--- src/rtl/recip_div_pkg.sv ---
// ============================================================================
// Module      : recip_div_pkg
// Description : Shared types and constants for the reciprocal-ROM divider.
//               The state enum, the product width for the default
//               16x16 multiply, the divide-by-zero quotient and the value
//               the div1024 ROM holds at entry 0.
// Revision    : 1.0 - initial release
// ============================================================================
`default_nettype none

package recip_div_pkg;

  // Divider sequencer states. CORR1/CORR2 only occur in the
  // RECIP_DIV_CORRECT_EN build.
  typedef enum logic [2:0] {
    S_IDLE  = 3'd0,
    S_ADDR  = 3'd1,
    S_WAIT  = 3'd2,
    S_MUL   = 3'd3,
    S_CORR1 = 3'd4,
    S_CORR2 = 3'd5,
    S_DONE  = 3'd6
  } state_t;

  localparam int DEF_NUM_WIDTH  = 16;
  localparam int DEF_DATA_WIDTH = 16;

  // Full-precision num*recip width for the default configuration.
  localparam int PROD_WIDTH = DEF_NUM_WIDTH + DEF_DATA_WIDTH;

  // Quotient reported for a zero denominator (all ones).
  localparam logic [DEF_NUM_WIDTH-1:0] c_DZ_QUOT = '1;

  // The ROM stores 0xFFFF at address 0; its data is ignored for den==0.
  localparam logic [DEF_DATA_WIDTH-1:0] c_ROM_ZERO_ENTRY = 16'hFFFF;

endpackage : recip_div_pkg

`default_nettype wire

--- src/rtl/recip_div_corr.sv ---
// ============================================================================
// Module      : recip_div_corr
// Description : One combinational quotient-correction step.
//               r  = num - q*den
//               if (r >= den) { q' = q+1; r' = r-den } else { q' = q; r' = r }
//               The step is suppressed for den==0 so q never wraps.
// Ports       : i_num  numerator
//               i_den  denominator
//               i_q    current quotient estimate (never above floor(num/den))
//               o_q    corrected quotient
//               o_r    remainder belonging to o_q
// Revision    : 1.0 - initial release
// ============================================================================
`default_nettype none

module recip_div_corr #(
  parameter int NUM_WIDTH  = 16,
  parameter int ADDR_WIDTH = 10
) (
  input  logic [NUM_WIDTH-1:0]  i_num,
  input  logic [ADDR_WIDTH-1:0] i_den,
  input  logic [NUM_WIDTH-1:0]  i_q,
  output logic [NUM_WIDTH-1:0]  o_q,
  output logic [NUM_WIDTH-1:0]  o_r
);

  // Wide enough for q*den; since q <= floor(num/den) the subtraction
  // below cannot go negative.
  localparam int c_MW = NUM_WIDTH + ADDR_WIDTH;

  logic [c_MW-1:0] w_qd;
  logic [c_MW-1:0] w_den_ext;
  logic [c_MW-1:0] w_r_full;
  logic            w_step;

  assign w_qd      = c_MW'(i_q) * c_MW'(i_den);
  assign w_den_ext = c_MW'(i_den);
  assign w_r_full  = c_MW'(i_num) - w_qd;
  assign w_step    = (i_den != '0) && (w_r_full >= w_den_ext);

  assign o_q = w_step ? (i_q + 1'b1) : i_q;
  assign o_r = NUM_WIDTH'(w_step ? (w_r_full - w_den_ext) : w_r_full);

endmodule : recip_div_corr

`default_nettype wire

--- src/rtl/recip_div_reader.sv ---
// ============================================================================
// Module      : recip_div_reader
// Description : Unsigned divider built around the div1024 reciprocal ROM.
//               A request (num, den) is accepted on a valid/ready handshake.
//               den addresses the ROM, and the returned reciprocal
//               floor(65535/den) is multiplied by num. The upper NUM_WIDTH
//               bits of the product are the quotient estimate. This estimate
//               may be up to 2 below the true floor quotient.
//               Optional macro RECIP_DIV_CORRECT_EN adds two fixed correction
//               cycles. These make the quotient exact and produce the
//               remainder. Without the macro, o_out_rem is tied to 0.
// Ports       : clk            system clock
//               rst_n          asynchronous active-low reset
//               i_in_valid     request valid
//               o_in_ready     request ready (high only when idle)
//               i_in_num       numerator
//               i_in_den       denominator (also the ROM address)
//               o_rom_addr     to div1024 addr (holds between requests)
//               i_rom_rd_data  from div1024 rd_data
//               o_out_valid    result valid
//               i_out_ready    result consumer ready
//               o_out_quot     quotient (all ones on divide by zero)
//               o_out_rem      remainder (0 without RECIP_DIV_CORRECT_EN)
//               o_out_dz       divide-by-zero flag
// Revision    : 1.0 - initial release
// ============================================================================
`default_nettype none

module recip_div_reader
  import recip_div_pkg::*;
#(
  parameter int NUM_WIDTH   = 16,
  parameter int ADDR_WIDTH  = 10,
  parameter int DATA_WIDTH  = 16,
  parameter int ROM_LATENCY = 1
) (
  input  logic                  clk,
  input  logic                  rst_n,
  input  logic                  i_in_valid,
  output logic                  o_in_ready,
  input  logic [NUM_WIDTH-1:0]  i_in_num,
  input  logic [ADDR_WIDTH-1:0] i_in_den,
  output logic [ADDR_WIDTH-1:0] o_rom_addr,
  input  logic [DATA_WIDTH-1:0] i_rom_rd_data,
  output logic                  o_out_valid,
  input  logic                  i_out_ready,
  output logic [NUM_WIDTH-1:0]  o_out_quot,
  output logic [ADDR_WIDTH-1:0] o_out_rem,
  output logic                  o_out_dz
);

  localparam int c_PROD_W = NUM_WIDTH + DATA_WIDTH;

  state_t                r_state;
  logic [NUM_WIDTH-1:0]  r_num;
  logic [ADDR_WIDTH-1:0] r_den;
  logic [NUM_WIDTH-1:0]  r_q;
  logic [3:0]            r_wait_cnt;

  logic [c_PROD_W-1:0]   w_prod;
  logic [NUM_WIDTH-1:0]  w_q_est;
  logic                  w_dz;

  // Full-precision product. The quotient estimate is prod >> DATA_WIDTH.
  assign w_prod  = c_PROD_W'(r_num) * c_PROD_W'(i_rom_rd_data);
  assign w_q_est = NUM_WIDTH'(w_prod >> DATA_WIDTH);
  assign w_dz    = (r_den == '0);

`ifdef RECIP_DIV_CORRECT_EN
  logic [NUM_WIDTH-1:0]  w_corr_q;
  logic [NUM_WIDTH-1:0]  w_corr_r;
  logic [ADDR_WIDTH-1:0] r_rem;

  // A single correction step is shared by CORR1 and CORR2. In each state
  // it operates on the registered q from the state before.
  recip_div_corr #(
    .NUM_WIDTH  (NUM_WIDTH),
    .ADDR_WIDTH (ADDR_WIDTH)
  ) u_corr (
    .i_num (r_num),
    .i_den (r_den),
    .i_q   (r_q),
    .o_q   (w_corr_q),
    .o_r   (w_corr_r)
  );
`else
  assign o_out_rem = '0;
`endif

  always_ff @(posedge clk or negedge rst_n) begin
    if (!rst_n) begin
      r_state     <= S_IDLE;
      r_num       <= '0;
      r_den       <= '0;
      r_q         <= '0;
      r_wait_cnt  <= '0;
      o_in_ready  <= 1'b0;
      o_rom_addr  <= '0;
      o_out_valid <= 1'b0;
      o_out_quot  <= '0;
      o_out_dz    <= 1'b0;
`ifdef RECIP_DIV_CORRECT_EN
      r_rem       <= '0;
      o_out_rem   <= '0;
`endif
    end else begin
      case (r_state)
        S_IDLE: begin
          // o_in_ready comes up one cycle after reset release.
          if (o_in_ready && i_in_valid) begin
            r_num      <= i_in_num;
            r_den      <= i_in_den;
            o_rom_addr <= i_in_den;
            o_in_ready <= 1'b0;
            r_state    <= S_ADDR;
          end else begin
            o_in_ready <= 1'b1;
          end
        end

        S_ADDR: begin
          // The ROM samples o_rom_addr on the edge that leaves this state.
          r_wait_cnt <= '0;
          r_state    <= (ROM_LATENCY > 1) ? S_WAIT : S_MUL;
        end

        S_WAIT: begin
          if (r_wait_cnt == 4'(ROM_LATENCY - 2)) begin
            r_state <= S_MUL;
          end else begin
            r_wait_cnt <= r_wait_cnt + 4'd1;
          end
        end

        S_MUL: begin
          r_q <= w_q_est;
`ifdef RECIP_DIV_CORRECT_EN
          r_state <= S_CORR1;
`else
          r_state <= S_DONE;
`endif
        end

`ifdef RECIP_DIV_CORRECT_EN
        S_CORR1: begin
          r_q     <= w_corr_q;
          r_rem   <= ADDR_WIDTH'(w_corr_r);
          r_state <= S_CORR2;
        end

        S_CORR2: begin
          r_q     <= w_corr_q;
          r_rem   <= ADDR_WIDTH'(w_corr_r);
          r_state <= S_DONE;
        end
`endif

        S_DONE: begin
          // The first DONE cycle loads the output registers. After that,
          // the outputs stay frozen until the consumer takes them.
          if (!o_out_valid) begin
            o_out_valid <= 1'b1;
            o_out_quot  <= w_dz ? '1 : r_q;
            o_out_dz    <= w_dz;
`ifdef RECIP_DIV_CORRECT_EN
            o_out_rem   <= w_dz ? '0 : r_rem;
`endif
          end else if (i_out_ready) begin
            o_out_valid <= 1'b0;
            o_in_ready  <= 1'b1;
            r_state     <= S_IDLE;
          end
        end

        default: begin
          r_state <= S_IDLE;
        end
      endcase
    end
  end

endmodule : recip_div_reader

`default_nettype wire

--- config.mk ---
export PLATFORM = sky130hd
export DESIGN_NAME = recip_div_reader
export DESIGN_NICKNAME = d
export VERILOG_FILES = /design/src/rtl/recip_div_pkg.sv /design/src/rtl/recip_div_corr.sv /design/src/rtl/recip_div_reader.sv
export SDC_FILE = /design/constraint.sdc
export NUM_CORES = 1
export LEC_CHECK = 0
export BUFFER_PORTS_ARGS = -buffer_cell sky130_fd_sc_hd__clkbuf_2
export CELL_PAD_IN_SITES_DETAIL_PLACEMENT = 0
export CELL_PAD_IN_SITES_GLOBAL_PLACEMENT = 1
export CORE_MARGIN = 2
export CORE_UTILIZATION = 44
export DETAILED_ROUTE_END_ITERATION = 7
export PLACE_DENSITY_LB_ADDON = 0.1
export SYNTH_ARGS = -nofsm -noshare
export SYNTH_HDL_FRONTEND = slang
export SYNTH_SLANG_ARGS = --single-unit
--- constraint.sdc ---
create_clock -name clk -period 5.1 [get_ports clk]
set_input_delay 1.02 -clock clk [delete_from_list [all_inputs] [get_ports clk]]
set_output_delay 1.02 -clock clk [all_outputs]
set_load 0.03 [all_outputs]
== After elaboration in Yosys (flattened, before gate mapping) ==
Index checks and enable logic that the tools add are counted.
Operators by class
  bitwise gates (word level): 1
  multiplexer cells: 14
  add/sub/neg operators: 1
  reductions and logical operators: 10
  multiply operators: 1
  equal/unequal tests: 10
Operators by type and width (number)
  multiplier 16 x 16 -> 32 bit: 1
  2-to-1 mux 16 bit: 1
  case mux 3 bit (5 select lines): 1
  2-to-1 mux 3 bit: 4
  zero test 10 bit: 1
  != test 2 bit, second input constant: 5
  case mux 4 bit (2 select lines): 1
  == test 3 x 2 -> 1 bit, second input constant: 2
  AND reduction 2 bit: 3
  2-to-1 mux 1 bit: 5
  adder 4 x 1 -> 4 bit, second input constant: 1
  == test 4 bit, second input constant: 1
  2-to-1 mux 4 bit: 1
  AND reduction 4 bit: 1
  nonzero test 2 bit: 2
  == test 3 x 1 -> 1 bit, second input constant: 1
  == test 3 bit, second input constant: 1
  zero test 3 bit: 1
  AND reduction 3 bit: 1
  case mux 1 bit (2 select lines): 1
  logical AND 1 bit: 1
  NOT 1 bit: 1
Storage, ports and cells
  register bits after elaboration: 68
  bits of input ports: 46
  word-level logic and storage cells: 46

== Depth between registers and ports, before layout ==
  depth after elaboration: 3
  mapped depth: 21

== Least setup slack after synthesis ==
Ideal clock, no wire load.
  kind: input -> register
  from: input i_rom_rd_data[7]
  to: register r_q[14]
  path buffers: 2
  setup slack: -1.121 ns
  library setup time: 0.124 ns
  arrival: 6.097 ns
  stages: 18
  cells stage by stage: clkbuf_1 nand2_1 fa_1 fa_1 inv_1 fa_1 fa_1 fa_1 inv_1 fa_1 inv_1 ha_1 buf_4 nand4_1 or4_4 or3_4 and3_1 a211o_1
Between the ends
  longest elaborated chain between the ends: 1
RTL lines
  start: declaration: RTL line recip_div_reader.sv:44  | input logic [DATA_WIDTH-1:0] i_rom_rd_data,
  multiplier 16 x 16 -> 32 bit: RTL line recip_div_reader.sv:65  | assign w_prod = c_PROD_W'(r_num) * c_PROD_W'(i_rom_rd_data);
  end signal: assignment: RTL line recip_div_reader.sv:136  | r_q <= w_q_est;
  end: declaration: RTL line recip_div_reader.sv:57  | logic [NUM_WIDTH-1:0] r_q;
Every way passes these cells.
A chain may end at the register's enable or synchronous reset.

== Worst setup path after layout ==
  from: input i_rom_rd_data[6]
  to: register r_q[11]
The elaborated chain is that of the path after synthesis.

==> impl_metrics.env <==
export IMPL_status="complete, but fails checks"
export IMPL_violations="negative setup slack"
export IMPL_finalCriticalPeriod_ns=6.056
export IMPL_drtIter0Drc=327
export IMPL_synth_enable_flop_cells=0
export IMPL_finalHoldViolCount=0
export IMPL_routed_via_density=5.036
export IMPL_grt_usage_pct=23.13
export IMPL_max_freq_ghz=0.1651
export IMPL_htree_levels=3
export IMPL_rsz0062_at_grt="true"
export IMPL_report_final_slew_viol_count=0
export IMPL_startpoint_type="input pin"
export IMPL_fin_crit_sh_pct=118.7
export IMPL_worstMarginPinSlew_ns=1.115
export IMPL_postPlaceCellArea_um2=13330
export IMPL_required_ns=5.27
export IMPL_start_util_pct=44.94
export IMPL_async_flop_share_pct=100.0
export IMPL_hold_depth=2
export IMPL_ys_seq_elements=68
export IMPL_grt_pass1_wl_um=48710
export IMPL_io_buffers=74
export IMPL_wl_met1_um=13200
export IMPL_antenna_found_initial=1
export IMPL_die_h_um=164.6
export IMPL_finClkSkew_ns=0.008338
export IMPL_synth_area_um2=11350
export IMPL_core_um2=25250
export IMPL_n_antenna_cell=0
export IMPL_syn_avg_cell_area_um2=9.219
export IMPL_cts_root_buf="clkbuf_16"
export IMPL_path_max_fanout=8
export IMPL_r2r_cells=19
export IMPL_wl_met3_um=831
export IMPL_drive_gt1_share_pct=27.32
export IMPL_finalWorstSetupSlack_ns=-0.9560
export IMPL_place_ws_ns=-1.424
export IMPL_route_top_layer_used="met4"
export IMPL_whs_ns=0.4912
export IMPL_dieArea_um2=27090
export IMPL_cts_sinks=68
export IMPL_finalInstanceArea_um2=14280
export IMPL_ys_types=59
export IMPL_first_pass_iters=5
export IMPL_rows=58
export IMPL_hpwl_um=24390
export IMPL_ys_seq_area_share_pct=14.99
export IMPL_grt_overflow=0
export IMPL_fp_dieW_um=164.6
export IMPL_cts_made_buffers=9
export IMPL_ys_warnings_count=0
export IMPL_drv_cap=0
export IMPL_cts_tree="yes"
export IMPL_met2_length_um=15500
export IMPL_area_growth_syn_to_layout_pct=25.81
export IMPL_path_class="in -> reg"
export IMPL_layout_nets=1771
export IMPL_vias=8888
export IMPL_drt_wl_total_um=29810
export IMPL_arrival_ns=6.23
export IMPL_end_kind="flip-flop"
export IMPL_clk_path_buf_depth=2
export IMPL_slew_headroom_pct=25.48
export IMPL_grt_max_degree=45
export IMPL_drcViolationCount=0
export IMPL_clk_pin_slew_ns=0.06
export IMPL_ant_nets=0
export IMPL_wl_per_cell_um=16.89
export IMPL_ios=85
export IMPL_hold_buffers=0
export IMPL_ys_flop_type="dfrtp_1"
export IMPL_setup_violations=16
export IMPL_syn_inst=1231
export IMPL_grt_pass1_vias=9528
export IMPL_clk_latency_ns=0.34
export IMPL_fin_util_pct=56.53
export IMPL_hp_class="reg -> reg"
export IMPL_routabilityCongestion=0.8237
-- registers in the layout (all words and copies together), names as in the netlist --
name / flops
r_wait_cnt: 4
r_num: 16
o_out_valid: 1
r_den: 10
r_q: 16
r_state: 3
o_out_dz: 1
o_out_quot: 16
o_in_ready: 1
-- worst paths after layout --
path                            slack, ns                     end            startpoint
worst min register to register       0.49      r_q[5]$_DFFE_PN0P_    r_q[5]$_DFFE_PN0P_
worst max register to register      -0.67     r_q[11]$_DFFE_PN0P_  r_num[5]$_DFFE_PN0P_
worst min-delay path                 0.49      r_q[5]$_DFFE_PN0P_    r_q[5]$_DFFE_PN0P_
min in group asynchronous            0.67  o_in_ready$_DFFE_PN0P_                 rst_n
max in group asynchronous            3.47    r_den[9]$_DFFE_PN0P_                 rst_n
worst max-delay path                -0.96     r_q[11]$_DFFE_PN0P_      i_rom_rd_data[6]
-- per-layer routing --
| metal | track usage [%] | vias to the layer above |
|---|---|---|
| li1 | - | 4230 |
| met2 | 41.78 | 127 |
| met4 | 2.727 | 0 |
| met3 | 2.662 | 22 |
| met1 | 30.83 | 4509 |
| met5 | 0 | - |
-- cells in the final DEF, fill, tap and decap left out, drive strengths merged, types with 6 or more instances in the layout --
cell type,n
nand3,15
inv,225
mux2i,19
nor2,22
ha,102
nand4,18
conb,10
dfrtp,68
o21ai,26
and3,6
mux2,26
fa,193
a21oi,32
clkbuf,76
nand2,189
o31ai,6
nor3,17
buf,177
xnor2,7
and2,123
a21o,12
-- critical path: stages --
cell      delay (ns)
buf_8           0.10
buf_12          0.13
and2_1          0.16
fa_1            0.48
inv_1           0.05
fa_1            0.46
fa_1            0.49
inv_1           0.05
fa_1            0.48
fa_1            0.50
inv_1           0.05
fa_1            0.50
inv_2           0.05
ha_4            0.22
and3_4          0.18
a221o_1         0.39
a221oi_4        0.36
and4b_2         0.36
or3_1           0.12
a31oi_1         0.07
-- cell families (layout without fill, tap and decap cells) --
family / Yosys count / in the layout / synth area share, %
other cells: 1 / 10 / 0.03304
buf+inv: 288 / 483 / 10.20
compound gates: 119 / 119 / 6.902
flops: 68 / 68 / 14.99
xor+xnor: 8 / 8 / 0.6174
simple gates: 407 / 407 / 17.71
mux: 45 / 45 / 4.256
fa+ha+maj: 295 / 295 / 45.29
-- through the flow --
stage	std cells	TNS (ns)
2_1_floorplan	1240	-11.41
3_3_place_gp	1734	-19.17
3_5_place_dp	1734	-20.24
4_1_cts	1756	-12.38
5_1_grt	1765	-14.67
6_report	1765	-12.39
-- timing repair --
action / 4_1_cts / 5_1_grt
setup buffers: 6 / 8
endpoints found under the setup margin: 16 / 16
gates resized for setup: 61 / 56
gates cloned: 0 / 1
pin swaps: 36 / 46
-- synthesized netlist by cell type (all sizes together) (4+ instances only) --
cell | count | share of area [%]
a211o | 5 | 0.39
a211oi | 5 | 0.33
a21o | 12 | 0.80
a21oi | 32 | 1.4
a31oi | 5 | 0.28
and2 | 123 | 6.8
and3 | 6 | 0.33
buf | 24 | 1.4
clkbuf | 39 | 1.3
dfrtp | 68 | 15
fa | 193 | 34
ha | 102 | 11
inv | 225 | 7.5
mux2 | 26 | 2.6
mux2i | 19 | 1.7
nand2 | 189 | 6.3
nand3 | 15 | 0.66
nand4 | 18 | 0.99
nor2 | 22 | 0.77
nor2b | 4 | 0.22
nor3 | 17 | 0.79
o211ai | 4 | 0.26
o21a | 5 | 0.33
o21ai | 26 | 1.1
o31ai | 6 | 0.40
or3 | 4 | 0.26
xnor2 | 7 | 0.54
-- cell type report --
cell class	instances	area, um2
multi-input cells	884	9042
clock inverters	5	85.08
well taps	330	412.9
clock buffers	11	242.7
fillers	2394	10980
repair buffers	242	1946
inverters	225	847.1
flip-flops and latches	68	1702
Power is not shown: default switching activity piles up to over one toggle a cycle in this logic, so the estimate is an artifact.
